**src/rtl/calc_envelope_level.sv**
```systemverilog
// calc_envelope_level: per-operator ADSR envelope state/level tracker.
// p0 reads the operator's stored state and requests a rate; p2 applies the
// returned shift to the stored level and writes it back; p3 registers the
// updated level/state for the attenuation path.
module calc_envelope_level #(
    parameter int NUM_OPERATORS   = 18,
    parameter int ENV_WIDTH       = 9,
    parameter int PIPELINE_DELAY  = 3,
    parameter int OP_NUM_WIDTH    = $clog2(NUM_OPERATORS),
    parameter int REG_ENV_WIDTH   = 4,
    parameter int ENV_SHIFT_WIDTH = 4
) (
    input  logic                       clk,
    input  logic                       reset,
    input  logic                       sample_clk_en,
    input  logic [OP_NUM_WIDTH-1:0]    op_num,
    input  logic                       key_on,
    input  logic [REG_ENV_WIDTH-1:0]   ar,
    input  logic [REG_ENV_WIDTH-1:0]   dr,
    input  logic [REG_ENV_WIDTH-1:0]   rr,
    input  logic [REG_ENV_WIDTH-1:0]   sl,
    input  logic                       egt,
    output logic [REG_ENV_WIDTH-1:0]   requested_rate_p0,
    input  logic [ENV_SHIFT_WIDTH-1:0] env_shift_p2,
    input  logic [REG_ENV_WIDTH-1:0]   rate_hi_p2,
    output logic [ENV_WIDTH-1:0]       env_level_p3,
    output logic [1:0]                 env_state_p3
);

    typedef enum logic [1:0] {
        ST_ATTACK  = 2'd0,
        ST_DECAY   = 2'd1,
        ST_SUSTAIN = 2'd2,
        ST_RELEASE = 2'd3
    } env_state_t;

    // number of register stages between p0 and p2
    localparam int STAGES = PIPELINE_DELAY - 1;
    localparam int SL_W   = ENV_WIDTH - 4;
    localparam logic [ENV_WIDTH-1:0]    LEVEL_MAX = '1;
    localparam logic [OP_NUM_WIDTH:0]   NUM_OPS_W = (OP_NUM_WIDTH + 1)'(NUM_OPERATORS);
    localparam logic signed [31:0]      LEVEL_MAX_S = 32'sd1 <<< ENV_WIDTH;

    // per-slot storage
    env_state_t             slot_state [NUM_OPERATORS];
    logic [ENV_WIDTH-1:0]   slot_level [NUM_OPERATORS];
    logic                   slot_kon   [NUM_OPERATORS];

    // p0 read of the addressed slot
    env_state_t             rd_state;
    logic [ENV_WIDTH-1:0]   rd_level;
    logic                   rd_kon;

    // p1..p2 delay line
    logic                     p_en    [STAGES];
    logic [OP_NUM_WIDTH-1:0]  p_op    [STAGES];
    logic                     p_kon   [STAGES];
    logic [REG_ENV_WIDTH-1:0] p_sl    [STAGES];
    logic                     p_egt   [STAGES];
    env_state_t               p_state [STAGES];
    logic [ENV_WIDTH-1:0]     p_level [STAGES];
    logic                     p_kprev [STAGES];

    // p2 computation
    env_state_t             st2;
    logic [ENV_WIDTH-1:0]   lv2;
    logic                   kon2;
    logic                   kp2;
    logic [SL_W-1:0]        sl_eff;
    logic signed [31:0]     lvl_ext;
    logic signed [31:0]     att_inc;
    logic signed [31:0]     att_sum;
    logic signed [31:0]     dec_sum;
    logic [ENV_WIDTH-1:0]   att_level;
    logic [ENV_WIDTH-1:0]   dec_level;
    env_state_t             nx_state;
    logic [ENV_WIDTH-1:0]   nx_level;
    logic                   upd;
    env_state_t             out_state;
    logic [ENV_WIDTH-1:0]   out_level;

    // p0: fetch the slot and pick the rate for the stored state
    always_comb begin
        rd_state          = ST_RELEASE;
        rd_level          = LEVEL_MAX;
        rd_kon            = 1'b0;
        requested_rate_p0 = rr;
        if ({1'b0, op_num} < NUM_OPS_W) begin
            rd_state = slot_state[op_num];
            rd_level = slot_level[op_num];
            rd_kon   = slot_kon[op_num];
        end
        case (rd_state)
            ST_ATTACK:  requested_rate_p0 = ar;
            ST_DECAY:   requested_rate_p0 = dr;
            ST_SUSTAIN: requested_rate_p0 = egt ? '0 : rr;
            default:    requested_rate_p0 = rr;
        endcase
    end

    // p0 -> p2 delay line, aligning slot data with the returned shift
    always_ff @(posedge clk) begin
        if (reset) begin
            for (int unsigned i = 0; i < STAGES; i++) begin
                p_en[i]    <= 1'b0;
                p_op[i]    <= '0;
                p_kon[i]   <= 1'b0;
                p_sl[i]    <= '0;
                p_egt[i]   <= 1'b0;
                p_state[i] <= ST_RELEASE;
                p_level[i] <= LEVEL_MAX;
                p_kprev[i] <= 1'b0;
            end
        end else begin
            p_en[0]    <= sample_clk_en;
            p_op[0]    <= op_num;
            p_kon[0]   <= key_on;
            p_sl[0]    <= sl;
            p_egt[0]   <= egt;
            p_state[0] <= rd_state;
            p_level[0] <= rd_level;
            p_kprev[0] <= rd_kon;
            for (int unsigned i = 1; i < STAGES; i++) begin
                p_en[i]    <= p_en[i-1];
                p_op[i]    <= p_op[i-1];
                p_kon[i]   <= p_kon[i-1];
                p_sl[i]    <= p_sl[i-1];
                p_egt[i]   <= p_egt[i-1];
                p_state[i] <= p_state[i-1];
                p_level[i] <= p_level[i-1];
                p_kprev[i] <= p_kprev[i-1];
            end
        end
    end

    // p2: level arithmetic for the attack curve and the linear steps
    always_comb begin
        st2    = p_state[STAGES-1];
        lv2    = p_level[STAGES-1];
        kon2   = p_kon[STAGES-1];
        kp2    = p_kprev[STAGES-1];
        sl_eff = (p_sl[STAGES-1] == '1) ? '1 : SL_W'(p_sl[STAGES-1]);
        // 32-bit signed keeps (~level <<< shift) exact for every shift value
        lvl_ext   = signed'({{(32-ENV_WIDTH){1'b0}}, lv2});
        att_inc   = (~lvl_ext <<< env_shift_p2) >>> 4;
        att_sum   = lvl_ext + att_inc;
        dec_sum   = lvl_ext + (32'sd1 <<< (env_shift_p2 - 1'b1));
        att_level = (att_sum < 0) ? '0 : att_sum[ENV_WIDTH-1:0];
        dec_level = (dec_sum >= LEVEL_MAX_S) ? LEVEL_MAX : dec_sum[ENV_WIDTH-1:0];
    end

    // p2: next state/level in priority order, gated by the slot update
    always_comb begin
        nx_state = st2;
        nx_level = lv2;
        if (kon2 && !kp2) begin
            nx_state = ST_ATTACK;
            if (rate_hi_p2 == '1) nx_level = '0;
        end else if (!kon2 && kp2) begin
            nx_state = ST_RELEASE;
            if (env_shift_p2 != '0) nx_level = dec_level;
        end else begin
            case (st2)
                ST_ATTACK: begin
                    if (lv2 == '0)
                        nx_state = ST_DECAY;
                    else if (rate_hi_p2 == '1)
                        nx_level = '0;
                    else if (env_shift_p2 != '0)
                        nx_level = att_level;
                end
                ST_DECAY: begin
                    if (lv2[ENV_WIDTH-1:4] == sl_eff)
                        nx_state = ST_SUSTAIN;
                    else if (env_shift_p2 != '0)
                        nx_level = dec_level;
                end
                default: begin
                    if (env_shift_p2 != '0) nx_level = dec_level;
                end
            endcase
        end
        upd       = p_en[STAGES-1] && ({1'b0, p_op[STAGES-1]} < NUM_OPS_W);
        out_state = upd ? nx_state : st2;
        out_level = upd ? nx_level : lv2;
    end

    // end of p2: slot write-back and p3 output register
    always_ff @(posedge clk) begin
        if (reset) begin
            for (int unsigned i = 0; i < NUM_OPERATORS; i++) begin
                slot_state[i] <= ST_RELEASE;
                slot_level[i] <= LEVEL_MAX;
                slot_kon[i]   <= 1'b0;
            end
            env_level_p3 <= LEVEL_MAX;
            env_state_p3 <= ST_RELEASE;
        end else begin
            if (upd) begin
                slot_state[p_op[STAGES-1]] <= nx_state;
                slot_level[p_op[STAGES-1]] <= nx_level;
                slot_kon[p_op[STAGES-1]]   <= kon2;
            end
            env_level_p3 <= out_level;
            env_state_p3 <= out_state;
        end
    end

    // p_egt only matters at p0 (rate select); it is carried for alignment
    logic unused_egt;
    assign unused_egt = p_egt[STAGES-1];

endmodule

```
**config.mk**
```make
export PLATFORM = sky130hd
export DESIGN_NAME = calc_envelope_level
export DESIGN_NICKNAME = d
export VERILOG_FILES = /design/src/rtl/calc_envelope_level.sv
export SDC_FILE = /design/constraint.sdc
export NUM_CORES = 1
export LEC_CHECK = 0
export CAP_MARGIN = 10
export CELL_PAD_IN_SITES_DETAIL_PLACEMENT = 0
export CELL_PAD_IN_SITES_GLOBAL_PLACEMENT = 2
export CORE_ASPECT_RATIO = 0.5
export CORE_MARGIN = 8
export CORE_UTILIZATION = 45
export CTS_CLUSTER_DIAMETER = 30
export DETAILED_ROUTE_END_ITERATION = 7
export PLACE_DENSITY = 0.83
export REMOVE_ABC_BUFFERS = 1
export SKIP_CTS_REPAIR_TIMING = 1
export SYNTH_ARGS = -nofsm -noshare
export SYNTH_HDL_FRONTEND = slang
export SYNTH_SLANG_ARGS = --single-unit
```
**constraint.sdc**
```tcl
create_clock -name clk -period 7.9 [get_ports clk]
set_input_delay 1.975 -clock clk [delete_from_list [all_inputs] [get_ports clk]]
set_output_delay 1.975 -clock clk [all_outputs]
set_load 0.05 [all_outputs]
```
==> impl_metrics.json <==
{
  "dpl.cell_count": 1639,
  "period_minus_slack_ns": 6.63,
  "cts.sinks": 289,
  "drc": 0,
  "setup_viol": 0,
  "fin_crit_sh_pct": 83.9,
  "power_density_mw_per_mm2": 234,
  "synth_cells": 1208,
  "row_count": 46,
  "rsz0062_at_grt": "no",
  "cts_buffer_depth": 3,
  "wl_met3_mm": 4.40,
  "grt_pass1_vias": 10200,
  "cp.arrival_ns": 4.65,
  "gr-usage-all-layers_pct": 22.1,
  "crit_fanout": 30,
  "synth.distinct_cells": 77,
  "syn2layout_area_growth_pct": 16.6,
  "worst_slew_margin_rel_pct": 17.6,
  "cts_tree": "done",
  "syn_avg_cell_area_um2": 12.0,
  "yosys.area_share.simple_pct": 16.7,
  "crit_path_max_incr_delay_ns": 0.61,
  "nets": 1307,
  "synth_edf_count": 232,
  "synth_mux_area_share_pct": 10.5,
  "status": "complete, no violations",
  "ys_warn_count": 0,
  "wl_met2_mm": 19.8,
  "antenna_left": 0,
  "crit_chain": "buf_4, mux4_2, mux4_2, mux2i_1, buf_4, nand3_1, and2_1, nand2_1, o21ai_0, buf_4",
  "final_layout_size_suffix_gt1_share_pct": 19.9,
  "leakage_nw": 4.92,
  "tns_ns": 0,
  "gp_congestion": 0.896,
  "synth_fa_ha_area_share_pct": 1.90,
  "antennaDiodeCount": 0,
  "synth_top_family_by_area": "simple AND/OR/NAND/NOR gates",
  "crit_buf_inv": 3,
  "fin_skew_ns": 0.0228,
  "start_util_pct": 45.7,
  "start_kind": "input pin",
  "vias_per_cell": 6.05,
  "path_clk_slew_ns": 0.05,
  "dieArea_mm2": 0.0385,
  "core_mm2": 0.0317,
  "fmax_mhz": 151,
  "highest_layer": "met4",
  "via_count": 10400,
  "grt_pass1_wl_mm": 64.2,
  "slew_viol_final": 0,
  "power.total_w": 0.00394,
  "worst_pin_slew_ns": 1.24,
  "htreeDepth": 2,
  "postSynth.asyncResetShare_pct": 0,
  "synth_seq_area_share_pct": 56.1,
  "final_cells": 1721,
  "end_kind": "primary output",
  "crit_required_ns": 5.93,
  "dr.pass1.iters": 6,
  "drt_iter0_drc": 1009,
  "die_h_um": 143,
  "pin_count": 49,
  "wirelength_met1_mm": 18.2,
  "cts_inserted_buffers": 44,
  "clkLatencyLatePin_ns": 0.55,
  "hpwlAfterDp_mm": 27.3,
  "synthXorXnorAreaFrac_pct": 0.970,
  "cts_root_buffer": "clkbuf_16",
  "overflow": 0,
  "grt_max_degree": 68,
  "numPortBuffers": 48,
  "hold_path.class": "flop to flop",
  "antenna_found_initial": 0,
  "fillers": 2702,
  "synth_seq_cells": 289,
  "drt_wl_total_mm": 43.3,
  "synth_compound_area_share_pct": 10.3,
  "peakVddDrop_uv": 136,
  "wl_per_cell_um": 25.1,
  "crit_family": "multiplexers",
  "path_class": "input pin to primary output",
  "cp_common_cell": "buf_4",
  "cp_slowest_cell": "mux4_2",
  "ys.flop_type": "edfxtp_1",
  "post-route-util_pct": 53.3,
  "maxCapViolCount": 0,
  "die_w_um": 269,
  "hold_viol": 0,
  "syn_area_mm2": 0.0145
}
cell type report:
type	count	area (µm²)	area share, %
multi-input combinational	820	5930	35.2
tap	432	541	3.21
inverter	13	48.8	0.289
sequential	289	8110	48.1
clock buffer	52	1180	7.01
clock inverter	30	313	1.86
timing repair buffer	85	736	4.36
per-layer routing:
metal	GRT usage, %	up-vias
met2	35.4	530
li1	-	4663
met3	5.37	67
met5	0	-
met4	6.01	0
met1	30.1	5148
Yosys cell counts, types with 3 or more instances:
cell / count / area share [%]
and3_1: 8 / 0.35
edfxtp_1: 232 / 48
dfxtp_1: 57 / 7.9
ha_1: 18 / 1.6
and2_1: 13 / 0.56
a2111oi_0: 4 / 0.24
o31ai_1: 9 / 0.47
buf_1: 10 / 0.26
o21ai_0: 44 / 1.5
inv_1: 11 / 0.29
or2_2: 31 / 1.3
mux2i_1: 40 / 2.8
a221oi_4: 3 / 0.55
nor2b_1: 36 / 1.6
nand2b_1: 15 / 0.65
nand2_1: 96 / 2.5
clkbuf_1: 63 / 1.6
xor2_1: 6 / 0.36
a31oi_1: 6 / 0.26
o22ai_1: 15 / 0.65
xnor2_1: 10 / 0.61
nand2_2: 11 / 0.48
o211ai_1: 15 / 0.78
mux4_2: 41 / 6.4
mux2_2: 14 / 1.1
buf_2: 20 / 0.69
o221ai_1: 9 / 0.55
nor4_1: 11 / 0.48
a21oi_1: 62 / 2.1
nor3_1: 23 / 0.80
a211oi_1: 12 / 0.62
nand3_1: 111 / 3.8
buf_6: 6 / 0.47
o21a_1: 7 / 0.36
nand4_1: 5 / 0.22
nor2_1: 55 / 1.4
nor4b_1: 4 / 0.24
nand3_2: 18 / 1.2
or3_1: 4 / 0.17
sequential cells by signal, summed over array words and instances (netlist names):
| name | cells |
|---|---|
| p_kprev | 2 |
| slot_kon | 20 |
| env_state_p3 | 2 |
| p_kon | 2 |
| slot_state | 50 |
| slot_level | 162 |
| p_sl | 8 |
| p_en | 2 |
| env_level_p3 | 9 |
| p_level | 18 |
| p_state | 4 |
| p_op | 10 |
kinds of logic (layout without fill, tap and decap cells):
| logic type | after synthesis | after routing |
|---|---|---|
| compound gates | 214 | 214 |
| xor+xnor | 16 | 16 |
| fa+ha+maj | 21 | 21 |
| buf+inv | 114 | 180 |
| flops | 289 | 289 |
| mux | 98 | 98 |
| other cells | 1 | 16 |
| simple gates | 455 | 455 |
power by group:
part           leakage, nW  switching [W]  internal [W]
Combinational         2.06       0.000218      0.000104
Sequential            2.14      0.0000117       0.00165
Clock                0.723       0.000732       0.00122
stage by stage:
| step | hold slack (ns) | setup WS (ns) | instance area (µm²) |
|---|---|---|---|
| 6_report | 0.406 | 1.27 | 16900 |
| 5_1_grt | 0.416 | 1.11 | 16900 |
| 4_1_cts | 0.406 | 1.23 | 16900 |
| 3_5_place_dp | 0.395 | 1.09 | 15400 |
| 2_1_floorplan | 0.389 | 1.33 | 14100 |
| 3_3_place_gp | 0.390 | 1.23 | 15400 |
cell usage in the layout, fill, tap and decap left out, types with 8 or more instances in the layout:
master,instances
o221ai_1,8
mux4_2,41
nor2_1,54
clkdlybuf4s50_1,41
nand2b_1,15
nor2b_1,36
nand2_2,11
and2_1,13
a21oi_1,62
nand2_1,96
ha_1,18
o22ai_1,15
nand3_1,111
clkbuf_16,45
o21ai_0,44
inv_1,11
dfxtp_1,57
mux2_2,14
or2_2,31
xnor2_1,10
conb_1,16
a211oi_1,12
nand3_2,18
mux2i_1,40
nor4_1,9
o211ai_1,15
o31ai_1,9
nor3_1,23
buf_4,42
and3_1,8
edfxtp_1,232
final timing paths:
kind / endpoint / slack [ns] / start / cells past startpoint
worst min register to register: p_level[0][9]$_SDFF_PP1_ / 0.41 / p_level[0][0]$_SDFF_PP1_ / 1
worst max-delay path: requested_rate_p0[2] / 1.27 / op_num[0] / 10
worst max register to register: slot_level[1][0]$_SDFFCE_PN1P_ / 3.35 / p_level[0][11]$_SDFF_PP1_ / 14
worst min-delay path: p_level[0][9]$_SDFF_PP1_ / 0.41 / p_level[0][0]$_SDFF_PP1_ / 1
No activity file was read; power rests on OpenSTA's default activity.
